## config.mk

```make
export PLATFORM = sky130hd
export DESIGN_NAME = asi_arb
export DESIGN_NICKNAME = d
export VERILOG_FILES = /design/src/rtl/asi_arb.sv
export SDC_FILE = /design/constraint.sdc
export NUM_CORES = 1
export LEC_CHECK = 0
export CAP_MARGIN = 20
export CORE_AREA = 4 4 455 457
export DETAILED_ROUTE_END_ITERATION = 8
export DIE_AREA = 0 0 459 461
export GPL_ROUTABILITY_DRIVEN = 0
export PLACE_DENSITY_LB_ADDON = 0.2
export SLEW_MARGIN = 30
export SYNTH_ARGS = -nofsm -noshare
export SYNTH_HDL_FRONTEND = slang
export SYNTH_SLANG_ARGS = --single-unit
```

## constraint.sdc

```tcl
create_clock -name usr_clk -period 1.7 [get_ports usr_clk]
set_input_delay 0.17 -clock usr_clk [delete_from_list [all_inputs] [get_ports usr_clk]]
set_output_delay 0.17 -clock usr_clk [all_outputs]
set_load 0.01 [all_outputs]
```

## src/rtl/asi_arb.sv

```systemverilog
// asi_arb: burst-locked arbiter sharing one single-port RAM between NREQ
// read/write engines. Fixed-priority or round-robin winner selection, an
// optional beat cap that forces a handover when someone else is waiting,
// and a read-return pipeline matched to the RAM read latency.
//
//   state | meaning
//   IDLE  | no grant held; any req is granted on the next cycle
//   BUSY  | exactly one grant bit set; holder owns the RAM port until its
//         | tenure ends (last beat, or beat cap reached with others waiting)
module asi_arb #(
  parameter int NREQ       = 4,
  parameter int AXI_AW     = 32,
  parameter int AXI_DW     = 128,
  parameter int AXI_WSTRBW = AXI_DW / 8,
  parameter int ARB_MODE   = 0,
  parameter int MAX_BEATS  = 0,
  parameter int SLV_WS     = 1
) (
  input  logic                         usr_clk,
  input  logic                         usr_reset,
  input  logic [NREQ-1:0]              req,
  input  logic [NREQ-1:0]              we,
  input  logic [NREQ-1:0]              re,
  input  logic [NREQ-1:0]              last,
  input  logic [NREQ*AXI_AW-1:0]       addr,
  input  logic [NREQ*AXI_DW-1:0]       wdata,
  input  logic [NREQ*AXI_WSTRBW-1:0]   wstrb,
  output logic [NREQ-1:0]              grant,
  output logic [NREQ-1:0]              rd_vld,
  output logic [AXI_DW-1:0]            rd_data,
  output logic                         RAM_CEN,
  output logic [AXI_WSTRBW-1:0]        RAM_WEN,
  output logic [AXI_AW-1:0]            RAM_A,
  output logic [AXI_DW-1:0]            RAM_D,
  input  logic [AXI_DW-1:0]            RAM_Q
);

  localparam int GW  = $clog2(NREQ);
  localparam int BCW = (MAX_BEATS > 0) ? $clog2(MAX_BEATS + 1) : 1;

  typedef enum logic {IDLE, BUSY} state_t;

  state_t            state, state_nxt;
  logic [NREQ-1:0]   grant_nxt, others, cand;
  logic [GW-1:0]     gidx, win, rr_ptr, rr_nxt;
  logic [GW:0]       rr_j;
  logic [BCW-1:0]    beat_cnt;
  logic              access, wr_acc, rd_acc, cap_hit;
  logic              end_norm, end_forced, tenure_end, issue;
  logic [SLV_WS-1:0] pipe_vld;
  logic [GW-1:0]     pipe_idx [SLV_WS];

  // Encode the one-hot grant into the holder index.
  always_comb begin
    gidx = '0;
    for (int i = 0; i < NREQ; i++)
      if (grant[i]) gidx = GW'(i);
  end

  // A write wins over a simultaneous read; the read is simply dropped.
  assign access     = |(grant & (we | re));
  assign wr_acc     = |(grant & we);
  assign rd_acc     = access & ~wr_acc;
  assign others     = req & ~grant;
  assign cap_hit    = (MAX_BEATS > 0) &&
                      (({1'b0, beat_cnt} + 1'b1) >= (BCW+1)'(MAX_BEATS));
  assign end_norm   = access & last[gidx];
  assign end_forced = access & cap_hit & (|others);
  assign tenure_end = end_norm | end_forced;
  // A forced handover must actually hand over, so the holder is excluded.
  assign cand       = end_forced ? others : req;

  // Winner: lowest index (fixed) or first index after the last holder (RR).
  always_comb begin
    win  = '0;
    rr_j = '0;
    if (ARB_MODE == 0) begin
      for (int i = NREQ - 1; i >= 0; i--)
        if (cand[i]) win = GW'(i);
    end else begin
      for (int i = NREQ; i >= 1; i--) begin
        rr_j = {1'b0, rr_ptr} + (GW+1)'(i);
        if (rr_j >= (GW+1)'(NREQ)) rr_j = rr_j - (GW+1)'(NREQ);
        if (cand[rr_j[GW-1:0]]) win = rr_j[GW-1:0];
      end
    end
  end

  // Next state, next grant and round-robin pointer.
  always_comb begin
    state_nxt = state;
    grant_nxt = grant;
    rr_nxt    = rr_ptr;
    issue     = 1'b0;
    if (state == IDLE || tenure_end) begin
      if (|cand) begin
        state_nxt      = BUSY;
        grant_nxt      = '0;
        grant_nxt[win] = 1'b1;
        rr_nxt         = win;
        issue          = 1'b1;
      end else begin
        state_nxt = IDLE;
        grant_nxt = '0;
      end
    end
  end

  // State, grant and pointer registers.
  always_ff @(posedge usr_clk or posedge usr_reset) begin
    if (usr_reset) begin
      state  <= IDLE;
      grant  <= '0;
      rr_ptr <= GW'(NREQ - 1);
    end else begin
      state  <= state_nxt;
      grant  <= grant_nxt;
      rr_ptr <= rr_nxt;
    end
  end

  // Beat counter: cleared per grant, saturates at the cap.
  always_ff @(posedge usr_clk or posedge usr_reset) begin
    if (usr_reset)
      beat_cnt <= '0;
    else if (issue)
      beat_cnt <= '0;
    else if (access && (MAX_BEATS > 0) &&
             ({1'b0, beat_cnt} < (BCW+1)'(MAX_BEATS)))
      beat_cnt <= beat_cnt + 1'b1;
  end

  // Read-return pipeline; entries survive a handover.
  always_ff @(posedge usr_clk or posedge usr_reset) begin
    if (usr_reset) begin
      pipe_vld <= '0;
      for (int i = 0; i < SLV_WS; i++) pipe_idx[i] <= '0;
    end else begin
      pipe_vld[0] <= rd_acc;
      pipe_idx[0] <= gidx;
      for (int i = 1; i < SLV_WS; i++) begin
        pipe_vld[i] <= pipe_vld[i-1];
        pipe_idx[i] <= pipe_idx[i-1];
      end
    end
  end

  // One-hot read valid from the pipeline tail; data is the RAM output.
  always_comb begin
    rd_vld = '0;
    if (pipe_vld[SLV_WS-1]) rd_vld[pipe_idx[SLV_WS-1]] = 1'b1;
  end

  assign rd_data = RAM_Q;

  // RAM port mux driven from the registered grant.
  always_comb begin
    RAM_A   = '0;
    RAM_D   = '0;
    RAM_WEN = '1;
    if (|grant) begin
      RAM_A   = addr[gidx*AXI_AW +: AXI_AW];
      RAM_D   = wdata[gidx*AXI_DW +: AXI_DW];
      RAM_WEN = ~(wstrb[gidx*AXI_WSTRBW +: AXI_WSTRBW] & {AXI_WSTRBW{we[gidx]}});
    end
    RAM_CEN = ~access;
  end

endmodule

```

==> results of run 1 <==
-- power groups by stage --
stage	Clock [W]	Combinational, W	Sequential (W)
after CTS	0.000410	0.0381	0.000461
final	0.000405	0.0414	0.000445
after global placement	0	0.0377	0.000454
after floorplan	0	0.0108	0.000341
after global routing	0.000429	0.0444	0.000468
after detailed placement	0	0.0375	0.000455
-- cells by family (layout without fill, tap and decap cells) --
family | after synthesis | in the layout | synth area share [%]
compound gates | 354 | 354 | 32.3
buf+inv | 233 | 1232 | 22.5
flops | 8 | 8 | 3.07
mux | 191 | 191 | 29.7
other cells | 0 | 10 | 0
simple gates | 204 | 204 | 12.4
-- metrics by stage --
stage                     worst slack [ps]  TNS, ps  util, %
after floorplan                      -6.77    -27.1        -
after global placement                -838   -96670     9.83
after detailed placement              -779   -96100     9.83
after CTS                             -852  -117980     10.0
after global routing                  -887  -120130     10.8
final                                 -788  -102700     10.8
-- layer usage --
metal	track usage, %	vias to the layer above	part of all wire, %	routed length (microns)
li1	-	5503	-	-
met1	12.2	5520	39	49300
met2	19.3	815	50	62500
met3	3.55	254	8.3	10400
met4	1.88	46	2.3	2830
met5	0	-	0.25	311
-- state kept, by name (all words and copies together) (netlist names) --
| signal | count |
|---|---|
| grant | 4 |
| pipe_idx | 2 |
| pipe_vld | 1 |
| state | 1 |
-- area by class of cell --
class                           instances  area, sq um
Timing Repair Buffer                 1221        12700
Inverter                                7         35.0
Tap cell                             2688         3360
Fill cell                           23700       182000
Multi-Input combinational cell        749         5520
Sequential cell                         8          211
Antenna cell                           10         25.0
Clock buffer                            4         78.8
-- cell usage after synthesis, types with 2 or more instances --
library cell,instances
o21ai_0,176
buf_2,25
a22oi_1,84
mux2i_1,172
buf_1,4
dfrtp_1,8
buf_6,5
nand2_1,113
mux2_2,19
clkbuf_1,52
a21oi_1,2
inv_1,7
o21ai_1,5
nor2_1,81
o22ai_1,83
nor3b_1,2
buf_4,139
-- how the worst min path moves through the flow --
stage	to	slack (ps)	start	cells past startpoint
finish	grant[0]	220	usr_reset	2
floorplan	grant[0]	-10	usr_reset	1
global placement	rd_data[117]	340	RAM_Q[117]	0
CTS	grant[0]	240	usr_reset	2
global route	grant[0]	280	usr_reset	2
detailed placement	rd_data[117]	340	RAM_Q[117]	0
-- worst max-delay path: cells and delay by family, from the launching register on --
family | cells | cell delay, ps
buffers and inverters | 7 | 1270
flip-flops | 1 | 520
AND/OR/NAND/NOR | 3 | 290
-- timing repair --
| action | CTS | global route |
|---|---|---|
| setup buffers | 8 | 67 |
| cloned | 0 | 11 |
| endpoints found under the setup margin | 190 | 191 |
| pin swaps | 3 | 26 |
| resized for setup | 219 | 309 |
==> flow_metrics.tcl, run 1 <==
set metrics [dict create \
    finClkSkew_ps 1.10 \
    die-area_sq_um 212000 \
    cts_tree "yes" \
    grt_max_degree 34 \
    finalPower_w 0.0422 \
    syn_area_sq_um 6520 \
    worstMarginPinSlew_ps 412 \
    drt-wirelength-per-cell_microns 26.7 \
    num_io_pins 1163 \
    vias_per_cell 2.59 \
    mostFrequentLayoutCell "clkdlybuf4s50_1" \
    r2r_slack_ps -690 \
    required_ps 1530 \
    r2r-start "grant[1]" \
    slowest_delay_ps 520 \
    initial_utilization_pct 3.20 \
    synth_edf_count 0 \
    vias 12100 \
    yosys-top-cells-area "mux2i_1 (26%), buf_4 (16%), o21ai_0 (14%)" \
    synth_warnings 0 \
    violations "negative setup slack" \
    antenna_found_initial 95 \
    clk_pin_slew_ps 40 \
    finalNonFillerCells 4687 \
    syn_to_final_growth_pct 236 \
    slew_headroom_pct 72.0 \
    synth_seq_cells 8 \
    seqPwrFrac_pct 1.1 \
    die_w_microns 459 \
    design_area_sq_um 21900 \
    postCtsHoldBufs 0 \
    p_comb_share_pct 98.0 \
    routed_wl_mm 125 \
    io_buffers 906 \
    drt_first_pass_iters 5 \
    holdCritPathClass "in2async" \
    crit-reg2reg-capture "state" \
    syn_inst 990 \
    drt-initial-drc-count 416 \
    die_h_microns 461 \
    power_leakage_nw 7.71 \
    arrival_ps 2320 \
    crit_end "RAM_D[126]" \
    drv_slew 0 \
    synthesis.nets 1840 \
    avgSynthCellArea_sq_um 6.58 \
    synth_async_sr_flop_share_pct 100 \
    p_int_w 0.0209 \
    yosys.area.top_type "mux2i_1" \
    fmax_mhz 402 \
    path_class "reg2out" \
    status "finished with violations" \
    rows 166 \
    cts_num_sinks 8 \
    overflow 0 \
    yosysUniqueCellTypes 30 \
    clk_path_buf_depth 2 \
    hpwl_mm 111 \
    cts_root_buf "clkbuf_16" \
    cts_buffers 3 \
    max_cap_violations 0 \
    crit_path_cell_trace "buf_6, nor2_4, buf_6, inv_6, nor3_4, buf_4, clkbuf_16, buf_4, nor2_1, clkdlybuf4s50_1" \
    nNetsFinal 2840 \
    clk_latency_ps 230 \
    layout_setup_ws_ps -788 \
    grtUsageTotal_pct 10.7 \
    yosys.area.top_type_share_pct 26.4 \
    postRouteAntennaNets 0 \
    grt_pass1_wl_mm 146 \
    worstSetupStartpointType "flop" \
    crit_fanout 6 \
    final-hold-violation-count 0 \
    clockPowerShare_pct 1.0 \
    critical_path.startpoint "grant[2]" \
    p_switching_w 0.0213 \
    drive_above_1_share_pct 30.5 \
    vdd_ir_drop_max_mv 0.694 \
    whs_ps 221 \
    sw_frac_of_total_pct 50.4 \
    grt_pass1_vias 12700 \
    period_minus_slack_ps 2490 \
    coreArea_sq_um 204000 \
    setup_viol 187 \
    ff2ff_path_depth 8 \
    placed_area_sq_um 20000 \
    h-tree-depth 1 \
    power_density_nw_per_um2 1930 \
    rsz0062_at_grt "true" \
    end_kind "primary output" \
    drc 0 \
    dp_cells 4587 \
    fin_crit_sh_pct 146 \
    crit_slowest_cell "dfrtp_4" \
    final_cell_mix "clkdlybuf4s50_1 (730), buf_4 (225), mux2i_1 (154)" \
    ys_seq_area_share_pct 3.07 \
    synth_top_flop_cell "dfrtp_1" \
]
Note: power is estimated with default switching activity, not from simulation.
==> run 2, diff against run 1 <==
- REMOVE_ABC_BUFFERS: not set -> 1
==> run 2 against run 1 <==
Net effect:
- critical path type unchanged
- the run still ends with negative setup slack left
- hold slack lost 2.5 ps
- via count is 6.1% higher
- die area unchanged
==> flow_metrics.tcl, run 2 (synthesis gave the netlist of run 1 again) <==
set metrics [dict create \
    grt_pass1_vias 13500 \
    worstMarginPinSlew_ps 359 \
    max_cap_violations 0 \
    status "finished with violations" \
    clk_path_buf_depth 2 \
    whs_ps 219 \
    drc 0 \
    setup_viol 182 \
    io_buffers 906 \
    biggestRegsByFlops "grant: 4 flops, pipe_idx: 2 flops" \
    die-area_sq_um 212000 \
    syn_to_final_growth_pct 272 \
    top_register "grant" \
    vias_per_cell 2.73 \
    finalPower_w 0.0445 \
    design_area_sq_um 24300 \
    slowest_delay_ps 500 \
    cts_tree "yes" \
    crit_path_cell_trace "buf_6, buf_16, o211ai_1, a22o_1, buf_12, clkbuf_16, nand2_2, buf_12" \
    period_minus_slack_ps 2290 \
    h-tree-depth 1 \
    fmax_mhz 437 \
    worstSetupStartpointType "flop" \
    slew_headroom_pct 76.0 \
    regArea_sq_um 211 \
    drt-wirelength-per-cell_microns 29.7 \
    dp_slack_ps -1030 \
    initial_utilization_pct 3.20 \
    arrival_ps 2120 \
    power_density_nw_per_um2 1830 \
    overflow 0 \
    mostFrequentLayoutCell "clkdlybuf4s50_1" \
    cts_num_sinks 8 \
    fin_crit_sh_pct 135 \
    cp_num_cells 8 \
    final-hold-violation-count 0 \
    nNetsFinal 2859 \
    clk_latency_ps 230 \
    drv_slew 0 \
    utilization_pct 11.9 \
    cts_buffers 3 \
    placed_area_sq_um 19600 \
    layout_setup_ws_ps -588 \
    drive_above_1_share_pct 42.3 \
    path_buf_inv 5 \
    rsz0062_at_grt "true" \
    final_cell_mix "clkdlybuf4s50_1 (725), mux2i_1 (139), buf_4 (134)" \
    holdCritPathClass "in2async" \
    cp_top_family "buffers and inverters" \
    vdd_ir_drop_max_mv 0.646 \
    routed_wl_mm 140 \
    num_io_pins 1163 \
    power_leakage_nw 8.39 \
    postRouteAntennaNets 0 \
    crit_slowest_cell "dfrtp_4" \
    die_h_microns 461 \
    end_kind "primary output" \
    coreArea_sq_um 204000 \
    multi_input_area_sq_um 7000 \
    cpMostUsedCell "buf_12" \
    largest_register_ffs 4 \
    drt_first_pass_iters 4 \
    crit_fanout 6 \
    grt_max_degree 24 \
    ff2ff_path_depth 7 \
    finClkSkew_ps 3.13 \
    required_ps 1530 \
    rows 166 \
    drt-initial-drc-count 626 \
    path_class "reg2out" \
    cts_root_buf "clkbuf_16" \
    violations "negative setup slack" \
    grtUsageTotal_pct 12.4 \
    grt_pass1_wl_mm 168 \
    fillCellCount 23400 \
    clk_pin_slew_ps 40 \
    die_w_microns 459 \
    postCtsHoldBufs 0 \
    hpwl_mm 117 \
    vias 12900 \
    antenna_found_initial 97 \
]
[run 2: changes by cell type in the layout (fill, tap and decap cells not counted), sizes merged]
cell	change
clkbuf	-27
buf	+72
clkdlybuf4s15	-8
dlygate4sd2	-5
dlymetal6s2s	-12
clkdlybuf4s50	-5
diode	+7
bufbuf	+4
[run 2: metrics by stage]
step | std cells | TNS, ps
3_3_place_gp | 4548 | -106320
6_report | 4713 | -80800
2_1_floorplan | 764 | -1258680
4_1_cts | 4665 | -88550
5_1_grt | 4701 | -95800
3_5_place_dp | 4548 | -104320
[run 2: repair_timing]
| action | CTS | global route |
|---|---|---|
| endpoints found under the setup margin | 186 | 188 |
| hold endpoints to repair | 0 | 0 |
| resized for setup | 1038 | 412 |
| cloned | 23 | 4 |
| setup buffers | 105 | 53 |
| pin swaps | 131 | 179 |
[run 2: final timing paths]
| path | startpoint | slack, ps | to |
|---|---|---|---|
| min in group usr_clk | RAM_Q[85] | 340 | rd_data[85] |
| min | usr_reset | 220 | grant[0] |
| max reg2reg | grant[1] | -480 | state |
| max in group asynchronous | usr_reset | 1190 | grant[2] |
| min reg2reg | state | 650 | state |
| max | grant[1] | -590 | RAM_WEN[3] |
[run 2: layer usage]
layer	wire length (microns)	track usage [%]	part of all wire, %
met5	1400	3.05	1.0
met4	2490	1.57	1.8
met3	21500	8.71	15
met2	63600	20.4	46
met1	50800	13.0	36
[run 2: cell type report]
class / instances / area share [%]
repair buffers: 1240 / 55.8
multi-input cells: 749 / 28.8
well taps: 2688 / 13.9
flip-flops and latches: 8 / 0.871
clock buffers: 4 / 0.325
diodes: 17 / 0.175
inverters: 7 / 0.124
[run 2: power by group]
part	switching, W	leakage (nW)	total [W]	internal, W
clock network	0.0000890	0.0383	0.000401	0.000312
registers	0.000111	0.0940	0.000395	0.000283
logic	0.0210	8.26	0.0437	0.0227
total	0.0212	8.39	0.0445	0.0233
